[src/rtl/flex_updown_counter.sv]
// Up/down wrap counter with range 0..rollover_val, load/clear and registered flags.
// Optional saturating mode enabled by defining FLEX_COUNTER_SAT_EN (adds port sat_mode).
module flex_updown_counter #(
  parameter int NUM_CNT_BITS = 4
) (
  input  logic                    CLK,
  input  logic                    n_rst,
  input  logic                    clear,
  input  logic                    count_enable,
  input  logic                    count_dir,
  input  logic                    load,
  input  logic [NUM_CNT_BITS-1:0] load_val,
  input  logic [NUM_CNT_BITS-1:0] rollover_val,
`ifdef FLEX_COUNTER_SAT_EN
  input  logic                    sat_mode,
`endif
  output logic [NUM_CNT_BITS-1:0] count_out,
  output logic                    rollover_flag,
  output logic                    zero_flag,
  output logic                    wrap_pulse
);

  localparam logic [NUM_CNT_BITS-1:0] CNT_ZERO = {NUM_CNT_BITS{1'b0}};
  localparam logic [NUM_CNT_BITS-1:0] CNT_ONE  = {{(NUM_CNT_BITS-1){1'b0}}, 1'b1};

  logic [NUM_CNT_BITS-1:0] count_r;
  logic                    rollover_r;
  logic                    zero_r;
  logic                    wrap_r;

  logic [NUM_CNT_BITS-1:0] next_cnt_s;
  logic                    next_wrap_s;
  logic                    next_roll_s;
  logic                    next_zero_s;
  logic                    sat_s;
  logic [NUM_CNT_BITS:0]   wrap_res_s;

  // Wrapping step, returns {wrap, next}; never passes through 2^NUM_CNT_BITS.
  function automatic logic [NUM_CNT_BITS:0] wrap_step(
    input logic [NUM_CNT_BITS-1:0] cnt,
    input logic [NUM_CNT_BITS-1:0] rv,
    input logic                    dir
  );
    logic [NUM_CNT_BITS:0] res;
    case (dir)
      1'b1: begin
        if (cnt >= rv) res = {1'b1, CNT_ONE};
        else           res = {1'b0, cnt + CNT_ONE};
      end
      1'b0: begin
        if ((cnt <= CNT_ONE) || (cnt > rv)) res = {1'b1, rv};
        else                                res = {1'b0, cnt - CNT_ONE};
      end
      default: res = {1'b0, cnt};
    endcase
    return res;
  endfunction

  // Saturating step: clamps at the range ends instead of wrapping.
  function automatic logic [NUM_CNT_BITS-1:0] sat_step(
    input logic [NUM_CNT_BITS-1:0] cnt,
    input logic [NUM_CNT_BITS-1:0] rv,
    input logic                    dir
  );
    logic [NUM_CNT_BITS-1:0] res;
    case (dir)
      1'b1: begin
        if (cnt >= rv) res = rv;
        else           res = cnt + CNT_ONE;
      end
      1'b0: begin
        if (cnt > rv)              res = rv;
        else if (cnt == CNT_ZERO)  res = CNT_ZERO;
        else                       res = cnt - CNT_ONE;
      end
      default: res = cnt;
    endcase
    return res;
  endfunction

`ifdef FLEX_COUNTER_SAT_EN
  assign sat_s = sat_mode;
`else
  assign sat_s = 1'b0;
`endif

  assign wrap_res_s = wrap_step(count_r, rollover_val, count_dir);

  // Next-state selection: clear > load > enabled step > hold.
  always_comb begin
    next_cnt_s  = count_r;
    next_wrap_s = 1'b0;
    if (clear) begin
      next_cnt_s = CNT_ZERO;
    end else if (load) begin
      next_cnt_s = (load_val > rollover_val) ? rollover_val : load_val;
    end else if (count_enable) begin
      if (rollover_val == CNT_ZERO) begin
        next_cnt_s = CNT_ZERO;
      end else if (sat_s) begin
        next_cnt_s = sat_step(count_r, rollover_val, count_dir);
      end else begin
        next_wrap_s = wrap_res_s[NUM_CNT_BITS];
        next_cnt_s  = wrap_res_s[NUM_CNT_BITS-1:0];
      end
    end else begin
      next_cnt_s = count_r;
    end
  end

  // Flags come from the next count so they line up with count_out.
  always_comb begin
    next_roll_s = (next_cnt_s == rollover_val);
    next_zero_s = (next_cnt_s == CNT_ZERO);
  end

  // State and output registers.
  always_ff @(posedge CLK or negedge n_rst) begin
    if (!n_rst) begin
      count_r    <= CNT_ZERO;
      rollover_r <= 1'b0;
      zero_r     <= 1'b1;
      wrap_r     <= 1'b0;
    end else begin
      count_r    <= next_cnt_s;
      rollover_r <= next_roll_s;
      zero_r     <= next_zero_s;
      wrap_r     <= next_wrap_s;
    end
  end

  assign count_out     = count_r;
  assign rollover_flag = rollover_r;
  assign zero_flag     = zero_r;
  assign wrap_pulse    = wrap_r;

endmodule

[config.mk]
export PLATFORM = sky130hd
export DESIGN_NAME = flex_updown_counter
export DESIGN_NICKNAME = d
export VERILOG_FILES = /design/src/rtl/flex_updown_counter.sv
export SDC_FILE = /design/constraint.sdc
export NUM_CORES = 1
export LEC_CHECK = 0
export ABC_AREA = 1
export CORE_UTILIZATION = 25
export DETAILED_ROUTE_END_ITERATION = 8
export DONT_BUFFER_PORTS = 1
export SYNTH_ARGS = -nofsm -noshare
export SYNTH_HDL_FRONTEND = slang
export SYNTH_SLANG_ARGS = --single-unit
[constraint.sdc]
create_clock -name CLK -period 2.4 [get_ports CLK]
set_input_delay 0.12 -clock CLK [delete_from_list [all_inputs] [get_ports CLK]]
set_output_delay 0.12 -clock CLK [all_outputs]
set_load 0.1 [all_outputs]
## After elaboration in Yosys (flattened, before gate mapping)

Cells that the tools add are included.
W data, S select, Z words.

- Order comparisons: 4
- Bitwise logic cells: 1
- Equal/unequal tests: 1
- Reduce and logical (&&, ||, !) cells: 3
- Mux-type cells: 12
- Add/sub/neg operators: 2

Operator list:

| cell | count |
|---|---|
| $mux W4 | 5 |
| $mux W5 | 2 |
| $pmux W5 S2 | 1 |
| $gt A4 B4 Y1 | 2 |
| $logic_not A4 Y1 | 2 |
| $add A4 B1 Y4 const B | 1 |
| $eq A4 B4 Y1 | 1 |
| $ge A4 B4 Y1 | 1 |
| $le A4 B1 Y1 const B | 1 |
| $mux W1 | 4 |
| $sub A4 B1 Y4 const B | 1 |
| $logic_or A1 B1 Y1 | 1 |
| $not A1 Y1 | 1 |

- Input port bits: 14
- Register bits: 7
- Logic and storage cells: 27
- Output and inout port bits: 7

## Longest topological paths before layout

Gate-level depths: netlist (run 1).

- Word-level depth: 9
- Mapped depth: 18
- Depth with buffers taken out: 18

## Least setup slack after synthesis (run 1)

OpenSTA, ideal clock, no wires.

- Path type: reg-to-reg
- Start point: register count_r[0], in the netlist count_out[0]
- End point: register rollover_r, in the netlist rollover_flag
- Data required time: 2.286 ns
- Period minus slack after synthesis: 2.469 ns
- Data arrival time: 2.355 ns
- Setup slack: -0.069 ns
- Cell stages (with the launch flop): 19
- Buffers on the path: 0
- Library setup time: 0.114 ns
- Cells stage by stage: dfrtp_1 inv_1 ha_1 inv_1 nand2_1 nand2_1 nand2_1 nand2_1 nand2_1 nand2_2 nand3_1 nand3_1 nand2_1 nand2_2 nand2_1 nand2_1 inv_1 nand2_1 nor2_1

- Longest elaborated chain between the ends: 9
- Elaborated cells between the ends (all ways): 14
- Those cells by class: add/sub (2); order compare (3); eq/ne (1); mux (7); reduce/logical (1)

Ends and longest elaborated chain:

| item | line | source |
|---|---|---|
| start, declared | 26 | `logic [NUM_CNT_BITS-1:0] count_r;` |
| start signal, assigned | 125 | `count_r <= next_cnt_s;` |
| $le A4 B1 Y1 / $gt A4 B4 Y1 (equally long branches) | -- |  |
| $logic_or A1 B1 Y1 | 51 | `if ((cnt <= CNT_ONE) \|\| (cnt > rv)) res = {1'b1, rv};` |
| $mux W5 | 51 |  |
| $pmux W5 S2 | 45 | `case (dir)` |
| $mux W4 | 98 | `if (rollover_val == CNT_ZERO) begin` |
| $mux W4 * | 97 | `end else if (count_enable) begin` |
| $mux W4 * | 95 | `end else if (load) begin` |
| $mux W4 * | 93 | `if (clear) begin` |
| $eq A4 B4 Y1 * | 113 | `next_roll_s = (next_cnt_s == rollover_val);` |
| net next_roll_s | 33 | `logic next_roll_s;` |
| end signal, assigned | 126 | `rollover_r <= next_roll_s;` |
| end, declared | 27 | `logic rollover_r;` |

The timed path passes the listed nets; every way through them passes the cells marked *.

## Final worst setup path (run 1)

- Start point: register count_r[0], in the netlist count_out[0]
- End point: register wrap_r, in the netlist wrap_pulse

- Longest elaborated chain between the ends: 8
- Elaborated cells between the ends (all ways): 11
- Those cells by class: order compare (3); mux (7); reduce/logical (1)

Ends and longest elaborated chain:

| item | line | source |
|---|---|---|
| $le A4 B1 Y1 / $gt A4 B4 Y1 (equally long branches) | -- |  |
| $logic_or A1 B1 Y1 | 51 |  |
| $mux W5 | 51 |  |
| $pmux W5 S2 * | 45 |  |
| $mux W1 * | 98 |  |
| $mux W1 * | 97 |  |
| $mux W1 * | 95 |  |
| $mux W1 * | 93 |  |
| net next_wrap_s | 32 | `logic next_wrap_s;` |
| end signal, assigned | 128 | `wrap_r <= next_wrap_s;` |
| end, declared | 29 | `logic wrap_r;` |

Marks and branches as above.

==> results of run 1 <==
-- power by group --
part	switching [µW]	internal (µW)
registers	43.5	133
clock network	39.1	63.2
logic	183	82.3
-- per-stage QoR --
step / hold slack (ns) / area (µm²) / utilization (%)
after detailed placement: -0.1754 / 993.5 / 29.08
after global routing: 0.05191 / 1050 / 30.73
after CTS: 0.04560 / 1050 / 30.73
after global placement: -0.1755 / 993.5 / 29.08
after floorplan: -0.1756 / 909.6 / -
final: 0.05600 / 1050 / 30.73
-- worst min-delay path, cell delays in order --
cell and delay, ns:
sky130_fd_sc_hd__nor2_2 0.03, sky130_fd_sc_hd__nand2_2 0.08, sky130_fd_sc_hd__inv_1 0.04
-- registers in the layout (all words and copies together), names as in the netlist --
name	count
zero_flag	1
count_out	4
wrap_pulse	1
rollover_flag	1
-- layout make-up --
cell class              count  share of cell area (%)
inverters                  24                   8.582
repair buffers              7                   5.721
flip-flops and latches      7                   16.92
clock buffers               4                   2.503
multi-input cells         117                   60.79
well taps                  46                   5.483
-- cells by family after synthesis --
group	after synthesis	synth area share (%)
DFF	7	19.42
adders and majority gates	11	15.15
and+or+nand+nor	83	39.53
AOI/OAI and AO/OA	23	15.57
buffers and inverters	25	10.33
-- path summary, 6_finish.rpt --
kind | from | endpoint | depth (start not counted)
setup / recovery | count_out[0]$_DFF_PN0_ | wrap_pulse$_DFF_PN0_ | 12
max in group asynchronous | n_rst | zero_flag$_DFF_PN1_ | 1
setup reg to reg | count_out[0]$_DFF_PN0_ | wrap_pulse$_DFF_PN0_ | 12
hold reg to reg | count_out[0]$_DFF_PN0_ | count_out[0]$_DFF_PN0_ | 4
min in group asynchronous | n_rst | count_out[1]$_DFF_PN0_ | 1
hold / removal | clear | count_out[3]$_DFF_PN0_ | 3
-- cells in the final DEF, fill, tap and decap left out, drive strengths merged, types with 2 or more instances in the layout --
master	count
o21ai	5
buf	4
inv	24
nand4	2
clkbuf	4
a21oi	14
dfrtp	6
nand3	24
ha	11
dlygate4sd3	3
nand2	40
nor2	16
a21boi	3
-- per-layer routing --
metal	share of wire, %	global-route usage (%)	routed length [µm]
met1	47	16.74	1107
met2	48	20.33	1117
met3	4.8	3.125	113
met4	0	3.488	0
met5	0	0	0
-- timing repair --
action | 4_1_cts | 5_1_grt
hold endpoints to repair | 8 | 0
setup buffers | 0 | 0
hold buffers | 3 | 0
==> reports/metrics.yaml, run 1 <==
grt:
  grt_usage_pct: 12.65
  first_pass_grt_wire_length_um: 3988
  grt_pass1_vias: 892
  globalRoute.totalOverflow: 0
  antenna_violations_before_repair: 0
  grt_start_max_net_pins: 10
floorplan:
  floorplan.initialDensity_pct: 26.59
  core.rowCount: 21
  horizontal_die_dimension_um: 62.28
  io_pins: 21
  die-area_um2: 3879
  die_outline_height_um: 62.28
  placeableCoreArea_um2: 3416
synth:
  synth_area_leaders: "sky130_fd_sc_hd__dfrtp_1, sky130_fd_sc_hd__nand2_1, sky130_fd_sc_hd__ha_1"
  syn-mean-instance-area_um2: 6.096
  yosysMostFrequentCell: "sky130_fd_sc_hd__nand2_1"
  ys_types: 20
  yosysWarnings: 0
  synth_edf_count: 0
  netlist.area_leader.share_pct: 16.53
  seq_area_frac_synth_pct: 19.42
  postSynth.topFlopCell: "sky130_fd_sc_hd__dfrtp_1"
  synthArstFlopShare_pct: 100.0
  synth_nets: 174
  netlist.top_cell.by_area: "sky130_fd_sc_hd__dfrtp_1"
  netlist_instances: 149
  postSynthRegisterBits: 7
  synth.top_cells.by_count: "sky130_fd_sc_hd__nand2_1, sky130_fd_sc_hd__nand3_1, sky130_fd_sc_hd__inv_1"
  post_synthesis_cell_area_um2: 908.4
critical_path:
  worstPathCellList: "inv_1, ha_1, inv_1, nand2_1, nand2_1, nand2_1, nand2_1, nand2_1, nand2_2, a21oi_1, nor4_1, dlygate4sd3_1"
  worst-endpoint-required_ns: 2.52
  crit_path_max_fanout: 5
  reg2reg_setup_slack_ns: 0.24
  worstSetupEndpointType: "register"
  critical_path_cell_with_the_highest_stage_delay: "sky130_fd_sc_hd__dlygate4sd3_1"
  type_of_the_worst_setup_path: "reg2reg"
  critPathMaxStageDelay_ns: 0.55
  path_buf_inv: 3
  critPathTopFamily: "buffers and inverters"
  worst_ep_arrival_time_ns: 2.28
  critical_path.most_common_cell: "sky130_fd_sc_hd__nand2_1"
  timing.critical_path.from_type: "register"
timing:
  grt_setup_unrepaired: "false"
  tightest_slew_ns: 0.8788
  final.setup_skew_ns: 0.0003592
  timing.final.crit_share_pct: 89.81
  report.final.hold_viol_count: 0
  finalWorstPathRequiredPeriod_ns: 2.155
  timing.final.max_slew_violations: 0
  fmaxAchievable_mhz: 464.0
  setup_total_negative_slack_ns: 0
  post-route-worst-setup-slack_ns: 0.2447
  slew_headroom_pct: 41.45
  setup_viol_count_final: 0
drt:
  post_drt_wl_per_cell_um: 11.40
  wirelength_um: 2338
  route.antenna.remaining_nets: 0
  dr.pass1.iters: 4
  route.detailed.vias_per_inst: 4.468
  num_vias: 916
  post-route-drc-count: 0
  drt_iter0_drc: 34
place:
  pre_cts_ws_ns: 0.4685
  buffer_ports.inserted: 0
  post-place-cells: 198
  place_congestion: 0.8906
  hpwl_um: 1882
run_status:
  outcome: "completed"
clocking:
  post_cts_resized: 0
  clock_root_buffer: "sky130_fd_sc_hd__clkbuf_4"
  cts.path.max_buffers: 2
  htree_num_levels: 1
  cts_sinks: 7
  clk-insertion-delay-late_ns: 0.24
  clk_transition_reported_paths_ns: 0.05
  cts_inserted_buffers: 3
  clock_tree_from_tritoncts: "built"
hold_path:
  holdCritPathClass: "in2reg"
power_and_ir_drop:
  power_density_nw_per_um2: 518.0
  ir_worst_vdd_mv: 0.2056
  cellLeakagePower_uw: 0.0005801
  design_power_total_uw: 543.8
final_layout:
  finish.net_count: 185
  nFillCells: 397
  post_route_cells_drive_above_1_share_pct: 11.32
  layout.area.seq_um2: 177.7
  antennaDiodeCount: 0
  post_synthesis_to_final_layout_area_growth_pct: 15.57
  multiInputGateArea_um2: 638.1
  final_cell_count_no_fill: 205
flow_run:
  cap_viol_max_count: 0
Note: power is estimated with default switching activity, not from simulation.
==> run 2: changes to the inputs <==
==> constraint.sdc (replaced) <==
create_clock -name CLK -period 2.4 [get_ports CLK]
set_input_delay 0.48 -clock CLK [delete_from_list [all_inputs] [get_ports CLK]]
set_output_delay 0.48 -clock CLK [all_outputs]
set_load 0.1 [all_outputs]
==> reports/metrics.yaml, run 2 (same netlist as run 1, synthesis figures left out) <==
timing:
  report.final.hold_viol_count: 0
  setup_viol_count_final: 0
  fmaxAchievable_mhz: 508.9
  grt_setup_unrepaired: "false"
  tightest_slew_ns: 0.4879
  slew_headroom_pct: 67.55
  finalWorstPathRequiredPeriod_ns: 1.965
  timing.final.crit_share_pct: 81.88
  setup_total_negative_slack_ns: 0
  timing.final.max_slew_violations: 0
  final.setup_skew_ns: 0.005262
  final.hold.worst_slack_ns: 0.07901
final_layout:
  antennaDiodeCount: 0
  flip_flop_count_of_the_largest_register_all_copies_and_words_added: 4
  final_cell_count_no_fill: 205
  layout.cells.most_common_list: "sky130_fd_sc_hd__nand2_1, sky130_fd_sc_hd__nand3_1, sky130_fd_sc_hd__inv_1"
  layout_commonest_cell: "sky130_fd_sc_hd__nand2_1"
  finish.net_count: 185
  post_route_cells_drive_above_1_share_pct: 12.58
  post_synthesis_to_final_layout_area_growth_pct: 15.01
hold_path:
  holdCritPathClass: "in2async"
drt:
  num_vias: 947
  route.antenna.remaining_nets: 0
  dr.pass1.iters: 5
  route.detailed.vias_per_inst: 4.620
  post-route-drc-count: 0
  drt_iter0_drc: 71
  post_drt_wl_per_cell_um: 11.72
  wirelength_um: 2403
critical_path:
  timing.critical_path.from_type: "register"
  worstPathCellList: "inv_1, ha_1, inv_1, nand2_1, nand2_1, nand2_1, nand2_1, nand2_1, nand2_2, nand2_1, nand3_1, nand2_1, nand2_1, nand2_2, nand2_1, nand2_1, nand2_1, nor2_1"
  type_of_the_worst_setup_path: "reg2reg"
  critical_path.most_common_cell: "sky130_fd_sc_hd__nand2_1"
  critical_path_cell_with_the_highest_stage_delay: "sky130_fd_sc_hd__dfrtp_2"
  worst-endpoint-required_ns: 2.58
  crit_path_max_fanout: 5
  critPathMaxStageDelay_ns: 0.44
  worstSetupEndpointType: "register"
  worst_ep_arrival_time_ns: 2.15
floorplan:
  floorplan.initialDensity_pct: 26.59
  placeableCoreArea_um2: 3416
  io_pins: 21
  die-area_um2: 3879
  core.rowCount: 21
  die_outline_height_um: 62.28
  horizontal_die_dimension_um: 62.28
place:
  place_congestion: 0.8862
  post-place-cells: 200
  hpwl_um: 1963
  buffer_ports.inserted: 0
clocking:
  clk_transition_reported_paths_ns: 0.05
  post_cts_resized: 0
  postCtsHoldBufs: 1
  cts.path.max_buffers: 2
  cts_inserted_buffers: 3
  post_cts_buffers: 0
  htree_num_levels: 1
  cts_sinks: 7
  clock_tree_from_tritoncts: "built"
  clk-insertion-delay-late_ns: 0.25
  clock_root_buffer: "sky130_fd_sc_hd__clkbuf_4"
power_and_ir_drop:
  power_density_nw_per_um2: 522.4
  cellLeakagePower_uw: 0.0005800
  design_power_total_uw: 545.7
  ir_worst_vdd_mv: 0.2013
grt:
  grt_start_max_net_pins: 10
  first_pass_grt_wire_length_um: 3877
  grt_pass1_vias: 880
  globalRoute.totalOverflow: 0
  antenna_violations_before_repair: 0
  grt_usage_pct: 12.47
run_status:
  outcome: "completed"
flow_run:
  cap_viol_max_count: 0
run 2: power breakdown:
part	internal, µW	leakage (µW)	switching [µW]	total (µW)
combinational	82.1	0.000477	196	278
sequential	133	0.0000885	31.9	165
clock	63.2	0.0000150	39.9	103
run 2: critical path, delay by kind of cell (launching register included):
kind | cells | cell delay, ns
buffers and inverters | 2 | 0.19
DFF | 1 | 0.44
and+or+nand+nor | 15 | 1.09
adders and majority gates | 1 | 0.17
run 2: final timing paths:
path | slack [ns] | startpoint | endpoint | cells past startpoint
max in group asynchronous | 1.63 | n_rst | count_out[0]$_DFF_PN0_ | 1
setup reg to reg | 0.43 | count_out[0]$_DFF_PN0_ | rollover_flag$_DFF_PN0_ | 18
setup / recovery | 0.43 | count_out[0]$_DFF_PN0_ | rollover_flag$_DFF_PN0_ | 18
min in group CLK | 0.31 | clear | wrap_pulse$_DFF_PN0_ | 1
hold / removal | 0.08 | n_rst | zero_flag$_DFF_PN1_ | 0
hold reg to reg | 0.73 | count_out[0]$_DFF_PN0_ | count_out[0]$_DFF_PN0_ | 4
run 2: per-stage QoR:
step	setup slack (ns)	utilization [%]	area, µm²
6_report	0.4348	30.59	1045
5_1_grt	0.1973	30.59	1045
4_1_cts	0.4279	30.59	1045
3_5_place_dp	0.3128	29.52	1008
3_3_place_gp	0.3342	29.52	1008
2_1_floorplan	0.01143	-	909.6
run 2: final cells by class:
type | instances | area, µm²
Multi-Input combinational cell | 117 | 638.1
Inverter | 24 | 90.09
Sequential cell | 7 | 177.7
Timing Repair Buffer | 7 | 55.05
Clock buffer | 4 | 26.28
Fill cell | 417 | 2371
Tap cell | 46 | 57.56
run 2: per-layer routing:
layer  vias to the layer above  global-route usage (%)  routed length, µm
li1                        509                       -                  -
met1                       406                   16.42               1100
met2                        32                   21.15               1142
met3                         0                   2.206                160
met4                         0                   2.616                  0
met5                         -                       0                  0
